==> src/rtl/fifo_bus_arbiter.sv <==
`default_nettype none
// ============================================================================
// Module   : fifo_bus_arbiter
// Purpose  : Round-robin arbiter that shares one addressed-FIFO bus between
//            several burst requesters, with full/empty throttling and watchdog.
// Revision : 1.0 - initial release
// ============================================================================
module fifo_bus_arbiter #(
    parameter int NUM_REQ      = 4,
    parameter int ADRESS_WIDTH = 4,
    parameter int DATA_WIDTH   = 8,
    parameter int LEN_WIDTH    = 4,
    parameter int TIMEOUT      = 16
) (
    input  logic                            clock,
    input  logic                            reset,
    input  logic [NUM_REQ-1:0]              req,
    input  logic [NUM_REQ-1:0]              req_push,
    input  logic [NUM_REQ*ADRESS_WIDTH-1:0] req_adress,
    input  logic [NUM_REQ*LEN_WIDTH-1:0]    req_len,
    input  logic [NUM_REQ*DATA_WIDTH-1:0]   req_data,
    output logic [NUM_REQ-1:0]              grant,
    output logic [NUM_REQ-1:0]              beat_ack,
    output logic [NUM_REQ-1:0]              req_error,
    output logic                            resp_valid,
    output logic [DATA_WIDTH-1:0]           resp_data,
    output logic                            busy,
    output logic [ADRESS_WIDTH-1:0]         bus_adress,
    output logic [DATA_WIDTH-1:0]           bus_data_in,
    output logic                            bus_read_enable,
    output logic                            bus_write_enable,
    input  logic [DATA_WIDTH-1:0]           bus_data_out,
    input  logic [2**ADRESS_WIDTH-1:0]      fifo_full,
    input  logic [2**ADRESS_WIDTH-1:0]      fifo_empty
);

    localparam int c_IDX_W   = (NUM_REQ > 1) ? $clog2(NUM_REQ) : 1;
    localparam int c_STALL_W = $clog2(TIMEOUT + 1);

    typedef enum logic [0:0] {
        ST_IDLE = 1'b0,
        ST_XFER = 1'b1
    } state_t;

    state_t                  r_state;
    state_t                  w_state_nxt;
    logic [c_IDX_W-1:0]      r_ptr;
    logic [c_IDX_W-1:0]      r_gnt;
    logic [c_IDX_W-1:0]      w_pick;
    logic                    w_pick_valid;
    logic [ADRESS_WIDTH-1:0] r_adr;
    logic                    r_push;
    logic [LEN_WIDTH-1:0]    r_cnt;
    logic [c_STALL_W-1:0]    r_stall;
    logic                    w_ready;
    logic                    w_beat;
    logic                    w_abort;
    logic                    r_resp_valid;
    logic [DATA_WIDTH-1:0]   r_resp_data;

    // Scan from farthest to nearest so the requester closest after r_ptr wins.
    always_comb begin
        int idx;
        idx          = 0;
        w_pick       = r_ptr;
        w_pick_valid = 1'b0;
        for (int k = NUM_REQ; k >= 1; k--) begin
            idx = (int'(r_ptr) + k) % NUM_REQ;
            if (req[c_IDX_W'(idx)]) begin
                w_pick       = c_IDX_W'(idx);
                w_pick_valid = 1'b1;
            end
        end
    end

    assign w_ready = r_push ? !fifo_full[r_adr] : !fifo_empty[r_adr];
    assign w_beat  = (r_state == ST_XFER) && w_ready;
    assign w_abort = (r_state == ST_XFER) && !w_ready &&
                     (r_stall == c_STALL_W'(TIMEOUT - 1));

    always_comb begin
        w_state_nxt      = r_state;
        grant            = '0;
        beat_ack         = '0;
        req_error        = '0;
        busy             = 1'b0;
        bus_adress       = '0;
        bus_data_in      = '0;
        bus_read_enable  = 1'b0;
        bus_write_enable = 1'b0;
        case (r_state)
            ST_IDLE: begin
                if (w_pick_valid) begin
                    w_state_nxt = ST_XFER;
                end
            end
            ST_XFER: begin
                busy         = 1'b1;
                grant[r_gnt] = 1'b1;
                bus_adress   = r_adr;
                if (r_push) begin
                    bus_data_in = req_data[int'(r_gnt)*DATA_WIDTH +: DATA_WIDTH];
                end
                if (w_ready) begin
                    bus_read_enable  = r_push;
                    bus_write_enable = !r_push;
                    beat_ack[r_gnt]  = 1'b1;
                    if (r_cnt == '0) begin
                        w_state_nxt = ST_IDLE;
                    end
                end else if (w_abort) begin
                    req_error[r_gnt] = 1'b1;
                    w_state_nxt      = ST_IDLE;
                end
            end
            default: w_state_nxt = ST_IDLE;
        endcase
    end

    always_ff @(posedge clock or posedge reset) begin
        if (reset) begin
            r_state      <= ST_IDLE;
            r_ptr        <= c_IDX_W'(NUM_REQ - 1);
            r_gnt        <= '0;
            r_adr        <= '0;
            r_push       <= 1'b0;
            r_cnt        <= '0;
            r_stall      <= '0;
            r_resp_valid <= 1'b0;
            r_resp_data  <= '0;
        end else begin
            r_state      <= w_state_nxt;
            r_resp_valid <= w_beat && !r_push;
            if (w_beat && !r_push) begin
                r_resp_data <= bus_data_out;
            end
            if (r_state == ST_IDLE) begin
                r_stall <= '0;
                if (w_pick_valid) begin
                    r_gnt  <= w_pick;
                    r_adr  <= req_adress[int'(w_pick)*ADRESS_WIDTH +: ADRESS_WIDTH];
                    r_push <= req_push[w_pick];
                    r_cnt  <= req_len[int'(w_pick)*LEN_WIDTH +: LEN_WIDTH];
                end
            end else if (w_beat) begin
                r_stall <= '0;
                // r_cnt holds remaining beats minus one, so it never wraps.
                if (r_cnt != '0) begin
                    r_cnt <= r_cnt - 1'b1;
                end else begin
                    r_ptr <= r_gnt;
                end
            end else begin
                r_stall <= r_stall + 1'b1;
                if (w_abort) begin
                    r_ptr <= r_gnt;
                end
            end
        end
    end

    assign resp_valid = r_resp_valid;
    assign resp_data  = r_resp_data;

endmodule
`default_nettype wire

==> config.mk <==
export PLATFORM = sky130hd
export DESIGN_NAME = fifo_bus_arbiter
export DESIGN_NICKNAME = d
export VERILOG_FILES = /design/src/rtl/fifo_bus_arbiter.sv
export SDC_FILE = /design/constraint.sdc
export NUM_CORES = 1
export LEC_CHECK = 0
export ABC_AREA = 1
export BUFFER_PORTS_ARGS = -buffer_cell sky130_fd_sc_hd__buf_2
export CAP_MARGIN = 20
export CELL_PAD_IN_SITES_DETAIL_PLACEMENT = 1
export CELL_PAD_IN_SITES_GLOBAL_PLACEMENT = 2
export CORE_UTILIZATION = 23
export DETAILED_ROUTE_END_ITERATION = 10
export PLACE_DENSITY = 0.92
export SLEW_MARGIN = 20
export SYNTH_ARGS = -nofsm -noshare
export SYNTH_HDL_FRONTEND = slang
export SYNTH_SLANG_ARGS = --single-unit
==> constraint.sdc <==
create_clock -name clock -period 3.2 [get_ports clock]
set_input_delay 0.16 -clock clock [delete_from_list [all_inputs] [get_ports clock]]
set_output_delay 0.16 -clock clock [all_outputs]
set_load 0.01 [all_outputs]
==> implementation parameters <==
Parameter                              Value

Finish
  FF/Latch Area ... 703 um^2
  Number of filler cells placed in the layout ... 1472
  Number of standard cells in the final layout excluding fillers ... 698
  N_diodes ... 0
  Final #Nets ... 677
  Growth of design area from synthesis to finish ... 35.4%
  Share of layout cells above drive strength 1 ... 34.6%
  Area of combinational cells with multiple inputs ... 1540 um^2

Logic synthesis
  Yosys warning count ... 0
  Synthesized netlist cell count ... 418
  Cell type contributing the most total cell area after synthesis ... dfrtp_1
  FF+latch count, synth ... 28
  Count of flip-flops with a built-in enable after synthesis ... 0
  Leading post-synthesis cells by cell area ... dfrtp_1 25%, nand2_1 18%, nand3_1 10%, inv_1 8.9%, nor2_1 5.8%
  Synthesized netlist net count ... 536
  Distinct cells, synth ... 35
  Per-instance average area after synthesis ... 6.23 um^2
  Synth async-reset ratio ... 100%
  Sequential-to-total area share from yosys stat ... 27.0%
  Netlist Area Pre-Place ... 2600 um^2
  Most used flip-flop cell after synthesis ... dfrtp_1
  Share of Yosys cell area claimed by the top area cell type ... 25.0%

Detailed routing
  Number of optimization iterations in the first detailed-route pass ... 4
  Residual DRC ... 0
  First-iteration detailed-routing DRC count ... 120
  Vias post-DR ... 3108
  Remaining number of nets flagged by the antenna check after routing ... 0
  Vias per cell ... 4.45
  Routed WL per cell ... 13.0 um
  Total wire length after detailed routing ... 9.05 mm

Setup path
  Critical Path Sink ... req_error[2]
  Startpoint of the most critical register-to-register path ... r_adr[0]
  Worst setup path startpoint ... r_adr[0]
  Crit path kind ... flip-flop to primary output
  Kind of end point of the critical path ... primary output
  Data arrival at the endpoint of the critical path ... 2.41 ns
  Critical register-to-register path endpoint ... r_ptr[0]
  Count of cells along the worst register-to-register path ... 12
  Reg-to-reg slack, setup ... 0.90 ns
  Worst path required time ... 3.04 ns
  Largest fanout of any net on the critical path ... 21
  Type of element launching the critical path ... flip-flop

Clock network
  Cells resized by post-CTS repair ... 0
  H-tree depth ... 1
  Clock latency reported for the late side of the worst-skew pair ... 0.26 ns
  # hold bufs at CTS ... 0
  Post-CTS clock slew at the launch and capture registers of the worst setup and hold paths ... 0.07 ns
  Setup repair bufs after CTS ... 0
  CTS sink cnt ... 28
  TritonCTS Buffers ... 3
  Number of buffers on the longest clock path ... 2
  CTS tree ... built
  Clk root buf ... clkbuf_16

Global routing
  Number of antenna violations at the first check in global routing ... 0
  Largest net degree at the start of global routing ... 29
  Wire length of the first global-routing pass ... 14.4 mm
  Number of global-route vias before repair ... 3095
  Global router's overall resource usage ... 15.3%
  Total overflow reported by the global router ... 0

Run
  Number of maximum-capacitance violations ... 0

Outcome
  Violations in the final reports ... hold timing
  Run status ... finished with violations

STA
  Hold slack final ... -0.0398 ns
  Setup TNS ... 0 ns
  Hold Violations, Final ... 26
  Final cycle utilization of the critical path ... 80.3%
  Final critical path time including I/O delays and setup ... 2.57 ns
  Rel. slew slack ... 52.2%
  Transition at the pin with the smallest max-transition slack ... 0.717 ns
  Final setup margin ... 0.632 ns
  Final Max Tran Viols ... 0
  Largest clock skew in the final design ... 0.00220 ns
  Max Clk Rate ... 389 MHz
  Endpoints failing setup ... 0
  Unrepaired setup endpoints after global routing ... no

Die
  Starting utilization of the core area ... 23.8%
  Width of the die ... 108 um
  Core Area ... 10900 um^2
  Number of placed I/O pins ... 150
  Floorplan row count ... 38
  Die height ... 108 um
  Die Area ... 11800 um^2

Hold path
  Class of the tightest hold or removal check ... input pin to asynchronous set/reset pin

Placement
  DPL Wire Length ... 7.49 mm
  Post-placement cell count ... 694
  Final estimated routing congestion in global placement ... 0.791
  Pre-CTS WS ... 0.816 ns
  Count of port buffers added during placement ... 149

Power
  P_leak ... 2.06 nW
  Areal power density over the cells ... 1030 nW/um^2
  Worst ir drop on vdd ... 0.342 mV
  Tot Pwr ... 3.62 mW
-- stage by stage --
stage          util, %  area, um^2  hold slack [ns]
6_report          32.2        3520          -0.0398
2_1_floorplan        -        2600            0.224
5_1_grt           32.2        3520           0.0102
3_3_place_gp      31.4        3440            0.364
3_5_place_dp      31.4        3440            0.377
4_1_cts           32.2        3520           0.0997
-- state kept, by name (all words and copies together), names as in the netlist, 2 cells and up --
signal / count
r_stall: 5
r_adr: 4
r_cnt: 4
r_ptr: 2
resp_data: 8
r_gnt: 2
-- worst min path at each step --
stage               startpoint      endpoint  slack [ns]
6_report                 reset    resp_valid       -0.04
5_1_grt                  reset  resp_data[7]        0.01
4_1_cts        bus_data_out[6]  resp_data[6]         0.1
3_5_place_dp   bus_data_out[2]  resp_data[2]        0.38
3_3_place_gp   bus_data_out[2]  resp_data[2]        0.36
2_1_floorplan            reset      r_adr[0]        0.22
-- power breakdown --
part | switching, mW | total, mW | internal, mW | leakage, nW
Clock | 0.116 | 0.308 | 0.192 | 0.0442
Combinational | 1.61 | 2.50 | 0.887 | 1.68
Sequential | 0.275 | 0.806 | 0.532 | 0.339
-- Yosys cell counts (2+ instances only) --
cell,n
a21oi_1,9
buf_2,2
nand3_1,54
nand2_2,8
nand2_1,127
nand2_4,5
a22oi_1,8
o21ai_1,5
dfstp_2,2
dfrtp_1,26
o21ai_0,6
nor2_1,40
inv_1,62
ha_1,4
clkbuf_1,4
nand3_4,2
nand3_2,6
o211ai_1,4
or2_2,4
buf_6,4
nor2_4,2
nand3b_1,3
a31oi_1,11
buf_4,2
nand4_1,2
inv_2,7
-- layout by cell type (no fill, tap or decap) --
cell type    n
clkbuf_8     1
o221ai_1     1
xor2_1       1
dfstp_2      2
a22oi_1      8
buf_2      149
nand3_4      2
nand2_4      5
o211ai_1     4
a31oi_1     11
nand4_1      2
nand3_2      6
inv_1       61
nand2_2      8
dfrtp_1     26
nor3b_1      1
nor2_1      40
o21ai_2      1
a21oi_2      1
nand3_1     54
inv_6        1
clkbuf_16    3
inv_2        8
nand2_1    127
o21a_1       1
o21ai_0      6
clkinv_1     1
ha_1         4
nor2_4       2
a21oi_1      9
nand3b_1     3
o21ai_1      5
or2_2        4
-- per-layer routing --
metal	track usage, %	vias to the layer above	wire length [um]
li1	-	1607	-
met1	18.6	1399	3890
met2	28.8	97	4560
met3	1.69	5	533
met4	2.61	0	57
met5	0	-	0
-- critical path: stages (launching register included) --
cell     delay, ns
dfrtp_1       0.74
inv_2         0.26
nand2_1       0.11
nand3_1       0.08
nand3_1       0.10
nand3_1       0.10
nand3_2       0.14
nand4_1       0.27
nor2_1        0.19
buf_2         0.15
-- cells by family after synthesis --
logic type	Yosys count	share of synthesized area (%)
fa+ha+maj	4	1.92
compound gates	47	11.2
buf+inv	84	13.8
flops	28	27.0
simple gates	254	45.7
xor+xnor	1	0.336
-- cell type report --
class / instances / area share, %
multi-input cells: 306 / 43.7
flip-flops and latches: 28 / 20.0
inverters: 71 / 7.70
well taps: 140 / 4.97
repair buffers: 149 / 21.2
clock buffers: 4 / 2.52
Note: power is estimated with default switching activity, not from simulation.
